===== config.mk =====
export PLATFORM = sky130hd
export DESIGN_NAME = pl_io_ctrl
export DESIGN_NICKNAME = d
export VERILOG_FILES = /design/src/rtl/pl_io_pkg.sv /design/src/rtl/pl_key_debounce.sv /design/src/rtl/pl_io_ctrl.sv
export SDC_FILE = /design/constraint.sdc
export NUM_CORES = 1
export LEC_CHECK = 0
export BUFFER_PORTS_ARGS = -buffer_cell sky130_fd_sc_hd__buf_2
export CAP_MARGIN = 20
export CORE_ASPECT_RATIO = 1.4
export CORE_MARGIN = 1.5
export CORE_UTILIZATION = 35
export DETAILED_ROUTE_END_ITERATION = 8
export HOLD_SLACK_MARGIN = 0.05
export PLACE_DENSITY_LB_ADDON = 0.3
export RECOVER_POWER = 100
export SYNTH_ARGS = -nofsm -noshare
export SYNTH_HDL_FRONTEND = slang
export SYNTH_SLANG_ARGS = --single-unit

===== constraint.sdc =====
create_clock -name clock -period 2.5 [get_ports clock]
set_input_delay 0.5 -clock clock [delete_from_list [all_inputs] [get_ports clock]]
set_output_delay 0.5 -clock clock [all_outputs]
set_load 0.005 [all_outputs]

===== src/rtl/pl_io_pkg.sv =====
// Shared definitions for the pipelined computer's memory-mapped I/O controller.
// Latency: n/a (constants, types and a combinational helper only).
// Backpressure: n/a.
//
// Contents: register word indices, seven-segment table, blank pattern,
// debounce FSM state type and the hex encoder function.
package pl_io_pkg;

  localparam int REG_SW        = 0;
  localparam int REG_KEY_STATE = 1;
  localparam int REG_KEY_EVENT = 2;
  localparam int REG_HEX_VAL   = 3;
  localparam int REG_HEX_BLANK = 4;
  localparam int REG_LED       = 5;
  localparam int REG_IRQ_MASK  = 6;

  // Active-low segments, seg a = bit 0. Entry 15 is the leftmost element.
  localparam logic [15:0][6:0] SEG_TAB = {
    7'h0E, 7'h06, 7'h21, 7'h46, 7'h03, 7'h08, 7'h10, 7'h00,
    7'h78, 7'h02, 7'h12, 7'h19, 7'h30, 7'h24, 7'h79, 7'h40
  };

  localparam logic [6:0] BLANK_SEG = 7'h7F;

  typedef enum logic [1:0] {
    DB_UP     = 2'd0,
    DB_CHK_DN = 2'd1,
    DB_DOWN   = 2'd2,
    DB_CHK_UP = 2'd3
  } db_state_t;

  function automatic logic [6:0] hex_encode(input logic [3:0] val, input logic blank);
    return blank ? BLANK_SEG : SEG_TAB[val];
  endfunction

endpackage


===== src/rtl/pl_key_debounce.sv =====
// Per-key synchroniser and debouncer for an active-low push button.
// Latency: 2-cycle sync, then DEBOUNCE_CYCLES+1 stable samples before a state change.
// Backpressure: none; free-running on every clock.
//
// Ports: clock, resetn (async active-low), key_n (raw pin, 0 = pressed),
//        pressed (debounced level), press_pulse (1 cycle on each accepted press).
module pl_key_debounce
  import pl_io_pkg::*;
#(
  parameter int DEBOUNCE_CYCLES = 4
) (
  input  logic clock,
  input  logic resetn,
  input  logic key_n,
  output logic pressed,
  output logic press_pulse
);

  localparam logic [7:0] CNT_LAST = 8'(DEBOUNCE_CYCLES - 1);

  logic [1:0] sync;
  logic       sample;
  db_state_t  state;
  logic [7:0] cnt;

  assign sample = sync[1];

  always_ff @(posedge clock or negedge resetn) begin
    if (!resetn) begin
      sync        <= 2'b11;
      state       <= DB_UP;
      cnt         <= 8'd0;
      pressed     <= 1'b0;
      press_pulse <= 1'b0;
    end else begin
      sync        <= {sync[0], key_n};
      press_pulse <= 1'b0;
      case (state)
        DB_UP: begin
          if (!sample) begin
            state <= DB_CHK_DN;
            cnt   <= 8'd0;
          end
        end
        DB_CHK_DN: begin
          if (sample) begin
            state <= DB_UP;
          end else if (cnt >= CNT_LAST) begin
            state       <= DB_DOWN;
            pressed     <= 1'b1;
            press_pulse <= 1'b1;
          end else if (cnt != 8'hFF) begin
            cnt <= cnt + 8'd1;
          end
        end
        DB_DOWN: begin
          if (sample) begin
            state <= DB_CHK_UP;
            cnt   <= 8'd0;
          end
        end
        DB_CHK_UP: begin
          if (!sample) begin
            state <= DB_DOWN;
          end else if (cnt >= CNT_LAST) begin
            state   <= DB_UP;
            pressed <= 1'b0;
          end else if (cnt != 8'hFF) begin
            cnt <= cnt + 8'd1;
          end
        end
        default: state <= DB_UP;
      endcase
    end
  end

endmodule


===== src/rtl/pl_io_ctrl.sv =====
// Memory-mapped I/O controller: switches, debounced keys, hex displays, LEDs.
// Latency: loads registered (1 cycle); stores reach io_out 1 cycle later.
// Backpressure: none; every cpu_we / cpu_re strobe is accepted in its cycle.
//
// Ports: clock, resetn, io_in[12:0] (sw[9:0], key_n[2:0]), cpu_addr/cpu_wdata/
//        cpu_we/cpu_re/cpu_rdata (CPU port), io_out[44:0] (6 hex digits + 3 LEDs),
//        key_irq. Optional macro PL_IO_KEY_IRQ_EN adds IRQ_MASK (word 6) and key_irq.
module pl_io_ctrl
  import pl_io_pkg::*;
#(
  parameter int DEBOUNCE_CYCLES = 4,
  parameter int ADDR_W          = 3
) (
  input  logic              clock,
  input  logic              resetn,
  input  logic [12:0]       io_in,
  input  logic [ADDR_W-1:0] cpu_addr,
  input  logic [31:0]       cpu_wdata,
  input  logic              cpu_we,
  input  logic              cpu_re,
  output logic [31:0]       cpu_rdata,
  output logic [44:0]       io_out,
  output logic              key_irq
);

  logic [9:0]  sw_s1, sw_s2;
  logic [2:0]  key_pressed, key_pulse;
  logic [23:0] hex_val;
  logic [5:0]  hex_blank;
  logic [2:0]  led;
  logic [2:0]  key_event;
  logic [31:0] addr_idx;
  logic [31:0] rd_dat;
  logic [2:0]  w1c_mask;
  logic        wdata_unused;

  assign addr_idx     = 32'(cpu_addr);
  assign wdata_unused = ^cpu_wdata[31:24];

  for (genvar i = 0; i < 3; i++) begin : g_key
    pl_key_debounce #(.DEBOUNCE_CYCLES(DEBOUNCE_CYCLES)) u_db (
      .clock       (clock),
      .resetn      (resetn),
      .key_n       (io_in[10+i]),
      .pressed     (key_pressed[i]),
      .press_pulse (key_pulse[i])
    );
  end

`ifdef PL_IO_KEY_IRQ_EN
  logic [2:0] irq_mask;
  always_ff @(posedge clock or negedge resetn) begin
    if (!resetn) begin
      irq_mask <= 3'd0;
      key_irq  <= 1'b0;
    end else begin
      if (cpu_we && addr_idx == REG_IRQ_MASK) irq_mask <= cpu_wdata[2:0];
      key_irq <= |(key_event & irq_mask);
    end
  end
`else
  logic [2:0] irq_mask;
  assign irq_mask = 3'd0;
  assign key_irq  = 1'b0;
`endif

  always_comb begin
    rd_dat = 32'd0;
    case (addr_idx)
      REG_SW:        rd_dat = {22'd0, sw_s2};
      REG_KEY_STATE: rd_dat = {29'd0, key_pressed};
      REG_KEY_EVENT: rd_dat = {29'd0, key_event};
      REG_HEX_VAL:   rd_dat = {8'd0, hex_val};
      REG_HEX_BLANK: rd_dat = {26'd0, hex_blank};
      REG_LED:       rd_dat = {29'd0, led};
      REG_IRQ_MASK:  rd_dat = {29'd0, irq_mask};
      default:       rd_dat = 32'd0;
    endcase
  end

  assign w1c_mask = (cpu_we && addr_idx == REG_KEY_EVENT) ? cpu_wdata[2:0] : 3'd0;

  always_ff @(posedge clock or negedge resetn) begin
    if (!resetn) begin
      sw_s1     <= 10'd0;
      sw_s2     <= 10'd0;
      hex_val   <= 24'd0;
      hex_blank <= 6'h3F;
      led       <= 3'd0;
      key_event <= 3'd0;
      cpu_rdata <= 32'd0;
    end else begin
      sw_s1 <= io_in[9:0];
      sw_s2 <= sw_s1;
      // A press landing in the same cycle as its W1C must not be lost.
      key_event <= (key_event & ~w1c_mask) | key_pulse;
      if (cpu_re) cpu_rdata <= rd_dat;
      if (cpu_we) begin
        case (addr_idx)
          REG_HEX_VAL:   hex_val   <= cpu_wdata[23:0];
          REG_HEX_BLANK: hex_blank <= cpu_wdata[5:0];
          REG_LED:       led       <= cpu_wdata[2:0];
          default:       ;
        endcase
      end
    end
  end

  for (genvar k = 0; k < 6; k++) begin : g_hex
    assign io_out[7*k +: 7] = hex_encode(hex_val[4*k +: 4], hex_blank[k]);
  end
  assign io_out[44:42] = led;

endmodule


After elaboration in Yosys (flattened, before gate mapping). Memory sizes are Yosys's and may differ from the RTL's. Index checks and enable logic that the tools add are counted. Widths: inputs -> output; s select.

Memory bits (read-only): 672. Flip-flop bits (word level): 130. Memories: 6. Logic and storage cells: 184. Bits of input ports: 52.

Memories: (no name shown) (words 16, width 7, rd ports 1, clocked after Yosys merged registers in 0, write ports 0, RTL line pl_io_pkg.sv:33) `return blank ? BLANK_SEG : SEG_TAB[val];`; (no name shown) (words 16, width 7, rd ports 1, clocked after Yosys merged registers in 0, write ports 0, RTL line pl_io_pkg.sv:33); (no name shown) (words 16, width 7, rd ports 1, clocked after Yosys merged registers in 0, write ports 0, RTL line pl_io_pkg.sv:33); (no name shown) (words 16, width 7, rd ports 1, clocked after Yosys merged registers in 0, write ports 0, RTL line pl_io_pkg.sv:33); (no name shown) (words 16, width 7, rd ports 1, clocked after Yosys merged registers in 0, write ports 0, RTL line pl_io_pkg.sv:33); (no name shown) (words 16, width 7, rd ports 1, clocked after Yosys merged registers in 0, write ports 0, RTL line pl_io_pkg.sv:33).

Magnitude comparators: 9. Bitwise operators: 3. Equality and inequality tests: 41. Mux-type cells: 80. Reductions and logical operators: 20. Add/subtract/negate cells: 3.

Operators by type and width (number): $mux 8 (18); $pmux 24 s6 (1); $pmux 8 s4 (3); $mux 7 (12); $mux 2 (18); $logic_not 32->1 (1); $lt 4x5->1 const B (6); $add 8x1->8 const B (3); $ge 8x2->1 const B (3); $ne 2x1->1 const B (12); $ne 8x8->1 const B (3); $pmux 2 s4 (3); $reduce_and 4->1 (6); $mux 1 (21); $reduce_and 5->1 (3); $eq 2x2->1 const B (6); $ne 2x2->1 const B (6); $ne 3x1->1 const B (3); $ne 3x3->1 const B (3); $eq 2x1->1 const B (3); $eq 3x2->1 const B (2); $eq 3x3->1 const B (2); $logic_not 2->1 (3); $pmux 1 s2 (3); other kinds (8) (12).

Depth between registers and ports, before layout. Gate-level depths: netlist of the first run.

Word-level depth: 6. Depth in mapped cells: 7. Mapped depth without buffers: 6.

By module. From an unflattened synthesis of the first run, not the netlist that was laid out.

Cell total of the unflattened synthesis: 600. Area, all modules: 6532.5 um^2.

By module, submodules not included: pl_io_ctrl (area each 4843.4 um^2, instances 1, cells each 471, sequential area each 2009.4 um^2); pl_key_debounce (area each 563.0 um^2, instances 3, cells each 43, sequential area each 352.8 um^2).

Worst setup path before layout of the first run. OpenSTA, ideal clock, no wires.

Kind: register to output. From: register hex_val[8]. To: output port io_out[17]. Slack: 0.447 ns. Data arrival time: 1.553 ns. Stages on the path, launching flop included: 6. Buffers on the path: 0. Cells stage by stage: dfrtp_1 > inv_1 > ha_1 > inv_1 > mux4_2 > or2_2.

Word-level cells in the longest chain between the ends: 3.

RTL lines: start: declaration (RTL line pl_io_ctrl.sv:28) `logic [23:0] hex_val;`; start signal: assignment (RTL line pl_io_ctrl.sv:100) `REG_HEX_VAL: hex_val <= cpu_wdata[23:0];`; $mem_v2 16x7; $mux 7 (implied by the code) (RTL line pl_io_pkg.sv:33); $mux 7 (RTL line pl_io_pkg.sv:33); end: declaration (RTL line pl_io_ctrl.sv:22) `output logic [44:0] io_out,`.

Every way passes these cells. The select of a mux whose other input is x is not followed.

Worst setup path after layout of the first run. Same ends and word-level chain as after synthesis.

==> qor.yml, run 1 <==
end_kind: "primary output"
synth-xor-area-share: 0.004179
rows: 57
drc: 0
synth_cell_type_count: 50
final.min_clock_period_ps: 2504
synthArstFlopShare: 1.000
io_pins: 130
vdd_drop_max_uv: 459.4
drtAntennaViolNets: 0
cp_max_fo: 7
ys_warn_count: 0
gp_routability_congestion: 0.8189
yosys.area_share.simple: 0.1168
final_cell_mix: "dfrtp_1, buf_2, clkbuf_1, mux2_2, nor2_1"
clkSlewWorstSetupHoldPaths_ps: 50
met2_usage: 0.2786
grt_pass1_vias: 4803
rr_worst_depth: 5
grt_usage: 0.1594
n_fill_cell: 1674
cp-startpoint: "hex_val[8]"
clk_latency_ps: 410
setup_viol: 1
syn2layout_area_growth_pct: 25.69
leakagePower_nw: 3.698
seq_area_frac_synth: 0.4880
whs_path_depth: 1
r2r_start: "g_key[2].u_db.cnt[0]"
drive_above_1_share: 0.3122
final_common_cell: "dfrtp_1"
setup_slack_ps: -4.325
antennaDiodeCount: 0
start_util: 0.3598
critical_path_arrival_ps: 2000
grt_max_degree: 55
nNetsFinal: 806
synth_compound_area_frac: 0.1385
cts_inserted_buffers: 17
grt_pass1_wl_um: 23280
critPathLaunchType: "flop"
crit_path_end: "io_out[17]"
synth_area_per_cell_um2: 10.80
grt-busiest-layer: "met2"
ys_seq_elements: 122
synth_mux_area_frac: 0.1212
fin_tns_setup_ps: -4.325
netlist_area_um2: 6287
met3_usage: 0.03827
status: "complete, but fails checks"
hold_viol: 0
drtPass1Iterations: 4
clock_sinks: 122
synth-edff-count: 0
register_area_um2: 3079
hold_path.class: "in2reg"
coreArea_um2: 17470
port_buffers: 112
dp.final_hpwl_um: 10680
clock-skew-final_ps: 6.991
powerDensity_nw_per_um2: 917.5
clockBufferDepth: 2
drt-wirelength-per-cell_um: 15.27
tritoncts: "done"
root_buffer: "clkbuf_16"
synth-adder-area-share: 0.07761
cp.depth: 5
rsz0062_at_grt: "yes"
routed_via_density: 4.935
cp_top_family: "flip-flops"
r2r-end: "g_key[2].u_db.pressed"
worst-setup-path-type: "reg2out"
synth_top_family_by_area: "compound AO/OA/AOI/OAI gates"
critPathMaxStageDelay_ps: 460
crit_required_ps: 2000
dpl_worst_slack_ps: 201.2
antenna_found_initial: 0
dr_total_vias: 4752
slowest_stage: "dfrtp_2"
h-tree-depth: 4
path_cells: "buf_4 -> ha_4 -> mux4_2 -> or2_4 -> buf_6"
fmax_ghz: 0.3993
multiInputGateArea_um2: 3012
grt-ovfl-total: 0
die_w_um: 116.3
met1_usage: 0.1872
die_h_um: 161.6
tightestPinTransition_ps: 1405
drt_iter0_markers: 204
regToRegSetupSlack_ps: 600
path_buf_inv: 2
drv_cap: 0
violations: "negative setup slack"
slew_headroom: 0.06332
slew_violations: 0
synthFlopType: "dfrtp_1"
routed_wl_um: 14700
finalCritPeriodShare: 1.002
syn_inst: 582
dieArea_um2: 18790
## worst min path at each step
stage	start	to	slack (ps)
2_1_floorplan	resetn	async pin	200
3_3_place_gp	sw_s1[5]	sw_s2[5]	340
3_5_place_dp	sw_s1[5]	sw_s2[5]	340
4_1_cts	resetn	g_key[1].u_db.cnt[6]	170
5_1_grt	io_in[11]	g_key[1].u_db.sync[0]	170
6_report	io_in[11]	g_key[1].u_db.sync[0]	190
## routing by layer
layer | routed length (um) | vias up | share of wire
met3 | 690 | 23 | 0.047
li1 | - | 2271 | -
met5 | 0 | - | 0
met1 | 6168 | 2338 | 0.42
met2 | 7608 | 120 | 0.52
met4 | 232 | 0 | 0.016
## worst reg2reg max path, cell delays in order (launching register included)
cell and delay [ps]:
dfrtp_1 390, ha_1 200, or3_1 390, o21ai_0 410, nor3_1 120, a211o_1 280
## Yosys cell counts (2+ instances only)
cell | count | area [um^2]
or4_4 | 2 | 22.52
a22oi_1 | 8 | 60.06
a211o_1 | 23 | 201.4
or3_1 | 3 | 18.77
buf_4 | 9 | 67.56
nor3_1 | 10 | 50.05
o21a_1 | 4 | 30.03
and3b_1 | 2 | 17.52
inv_1 | 35 | 131.4
nor2_1 | 43 | 161.4
clkbuf_1 | 19 | 71.32
nand2_1 | 38 | 142.6
a311o_1 | 2 | 20.02
or2_1 | 2 | 12.51
a221o_1 | 5 | 50.05
nor4bb_1 | 2 | 20.02
nor2b_1 | 31 | 193.9
o21ai_1 | 2 | 10.01
ha_1 | 39 | 488.0
nand2b_1 | 4 | 25.02
buf_2 | 8 | 40.04
buf_1 | 5 | 18.77
o21ai_0 | 32 | 160.2
mux2_2 | 49 | 551.8
or2_2 | 5 | 31.28
a21boi_0 | 3 | 22.52
dfstp_2 | 12 | 315.3
a21oi_1 | 17 | 85.08
a21o_1 | 4 | 30.03
xor2_1 | 3 | 26.28
mux2i_1 | 12 | 120.1
a211oi_1 | 2 | 15.01
a31oi_1 | 9 | 56.30
a22o_1 | 7 | 61.31
dfrtp_1 | 110 | 2753
mux4_2 | 4 | 90.09
o22ai_1 | 4 | 25.02
## cells by family (layout without fill, tap and decap cells)
logic type      Yosys count  in the layout
simple gates            148            148
compound gates          127            127
flops                   122            122
buf+inv                  77            214
mux                      65             65
fa+ha+maj                39             39
xor+xnor                  3              3
other cells               1              9
## stage by stage
step | hold slack (ps) | std cells | cell area, um^2 | util | total power [W]
2_1_floorplan | 204.4 | 590 | 6317 | - | 0.003881
3_3_place_gp | 337.7 | 910 | 7091 | 0.4058 | 0.004487
3_5_place_dp | 336.2 | 910 | 7091 | 0.4058 | 0.004588
4_1_cts | 171.7 | 959 | 7960 | 0.4556 | 0.007315
5_1_grt | 172.8 | 963 | 7903 | 0.4523 | 0.007698
6_report | 186.5 | 963 | 7903 | 0.4523 | 0.007251
## sequential cells by signal (all words and copies together) (netlist names), named ones only
name                    cells
cpu_rdata                  24
g_key.u_db.cnt             24
hex_val                    24
sw_s1                      10
sw_s2                      10
g_key.u_db.sync             6
hex_blank                   6
g_key.u_db.press_pulse      3
g_key.u_db.pressed          3
g_key.u_db.state            3
key_event                   3
led                         3
## repair_timing
| action | CTS | global route |
|---|---|---|
| setup buffers | 18 | 4 |
| cloned | 0 | 0 |
| pin swaps | 1 | 2 |
| resized for setup | 31 | 16 |
| hold buffers | 0 | 0 |
| endpoints found under the hold margin | 0 | 0 |
| endpoints found under the setup margin | 3 | 14 |
## power by group
part           switching [W]  internal (W)
clock network       0.000821       0.00169
logic               0.000974       0.00108
registers           0.000408       0.00228
## area by class of cell
type / instances / area share
clock inverter: 7 / 0.01425
clock buffer: 24 / 0.06349
timing repair buffer: 148 / 0.09690
sequential: 122 / 0.3896
inverter: 35 / 0.01726
tap: 236 / 0.03737
multi-input combinational: 391 / 0.3811
Note: power is estimated with default switching activity, not from simulation.
==> inputs of run 2 (changes only) <==
--- a/config.mk
+++ b/config.mk
@@ -14,6 +14,7 @@
 export HOLD_SLACK_MARGIN = 0.05
 export PLACE_DENSITY_LB_ADDON = 0.3
 export RECOVER_POWER = 100
+export REMOVE_ABC_BUFFERS = 1
 export SYNTH_ARGS = -nofsm -noshare
 export SYNTH_HDL_FRONTEND = slang
 export SYNTH_SLANG_ARGS = --single-unit
==> run 2 against run 1 <==
Against the previous run:
- the run still ends with negative setup slack left
- combinational power barely moved
- design area rose by 0.78%
- first-iteration DRC count down 13%
- largest cell class unchanged
==> qor.yml, run 2 (synthesis results as in run 1) <==
die_h_um: 161.6
critPathLaunchType: "flop"
drtAntennaViolNets: 0
antennaDiodeCount: 0
hold_end: "g_key[2].u_db.sync[0]"
dpl_worst_slack_ps: 184.3
io_pins: 130
gp_routability_congestion: 0.8154
grt-ovfl-total: 0
h-tree-depth: 4
clock-skew-final_ps: 5.422
rr_worst_depth: 5
clockBufferDepth: 2
drv_cap: 0
cp-startpoint: "hex_val[8]"
routed_wl_um: 14530
switchingPower_w: 0.002259
hold_viol: 0
coreArea_um2: 17470
violations: "negative setup slack"
drt_iter0_markers: 178
final_cell_mix: "buf_2, dfrtp_1, mux2_2, nor2_1, nand2_1"
power.share.clock: 0.337
leakagePower_nw: 3.861
rows: 57
slew_violations: 0
intPower_w: 0.004926
vdd_drop_max_uv: 532.5
drc: 0
grt_pass1_wl_um: 23270
dr_total_vias: 4705
cp_max_fo: 5
die_w_um: 116.3
setup_slack_ps: -4.841
end_kind: "primary output"
setup_viol: 1
seqPwrFrac: 0.374
crit_required_ps: 2000
dp.final_hpwl_um: 10410
syn2layout_area_growth_pct: 26.67
routed_via_density: 4.876
cts_inserted_buffers: 17
regToRegSetupSlack_ps: 650
powerDensity_nw_per_um2: 902.2
port_buffers: 112
drtPass1Iterations: 4
status: "complete, but fails checks"
instances_no_fill: 965
final.min_clock_period_ps: 2505
drive_above_1_share: 0.3937
dieArea_um2: 18790
final_common_cell: "buf_2"
n_fill_cell: 1652
start_util: 0.3598
nNetsFinal: 807
rsz0062_at_grt: "yes"
tritoncts: "done"
whs_path_depth: 1
grt_max_degree: 46
antenna_found_initial: 0
clock_sinks: 122
combPwrFrac: 0.288
r2r_start: "g_key[0].u_db.cnt[0]"
slew_headroom: 0.2231
critical_path_arrival_ps: 2000
hold_path.class: "in2reg"
grt_pass1_vias: 4803
worst-setup-path-type: "reg2out"
clk_latency_ps: 410
final_util: 0.4558
dp.cells: 907
clkSlewWorstSetupHoldPaths_ps: 60
fin_area_um2: 7964
p_sw_frac: 0.3144
r2r-end: "g_key[0].u_db.cnt[0]"
root_buffer: "clkbuf_16"
hold_start: "io_in[12]"
finalCritPeriodShare: 1.002
tightestPinTransition_ps: 1165
drt-wirelength-per-cell_um: 15.05
largest_registers: "cpu_rdata: 24 flops, g_key.u_db.cnt: 24 flops, hex_val: 24 flops"
fmax_ghz: 0.3992
grt_usage: 0.1594
post_dp_cell_area_um2: 7068
-- run 2: power groups by stage --
| stage | Clock (W) | Sequential [W] | Combinational, W |
|---|---|---|---|
| finish | 0.00242 | 0.00269 | 0.00207 |
| detailed placement | 0 | 0.00272 | 0.00182 |
| floorplan | 0 | 0.00263 | 0.00118 |
| global placement | 0 | 0.00270 | 0.00175 |
| CTS | 0.00249 | 0.00268 | 0.00200 |
| global route | 0.00258 | 0.00275 | 0.00232 |
-- run 2: final cells by class --
class                      instances  area [um^2]  share of cell area
inverter                          35        138.9             0.01744
clock buffer                      19        452.9             0.05687
timing repair buffer             149        848.3              0.1065
clock inverter                    13        142.6             0.01791
tap                              236        295.3             0.03708
multi-input combinational        391         3003              0.3771
sequential                       122         3083              0.3871
-- run 2: what timing repair did --
item / CTS / global route
hold buffers: 0 / 0
pin swaps: 0 / 2
setup endpoints to repair: 6 / 10
setup buffers: 19 / 7
gates resized for setup: 26 / 18
-- run 2: critical path: stages (launching register included) --
cell	delay, ps
dfrtp_2	410
inv_2	80
ha_4	260
inv_2	30
mux4_2	450
or2_4	260
buf_6	110
-- run 2: metrics by stage --
step	hold slack, ps	setup TNS, ps	power (W)
after detailed placement	334.7	0	0.004549
final	188.0	-4.841	0.007185
after floorplan	204.4	0	0.003814
after global routing	163.7	-189.8	0.007654
after global placement	333.8	0	0.004453
after CTS	110.7	-25.78	0.007177
-- run 2: how the worst max path moves through the flow --
stage	depth (start not counted)	slack, ps	endpoint
6_report	6	-5	io_out[17]
5_1_grt	6	-70	io_out[3]
4_1_cts	5	-30	io_out[3]
3_3_place_gp	6	230	io_out[3]
2_1_floorplan	5	450	io_out[17]
3_5_place_dp	6	180	io_out[3]
-- run 2: routing by layer --
layer	GRT usage	part of all wire
met5	0	0
met4	0.05432	0.016
met3	0.04803	0.055
met2	0.2775	0.52
met1	0.1841	0.41
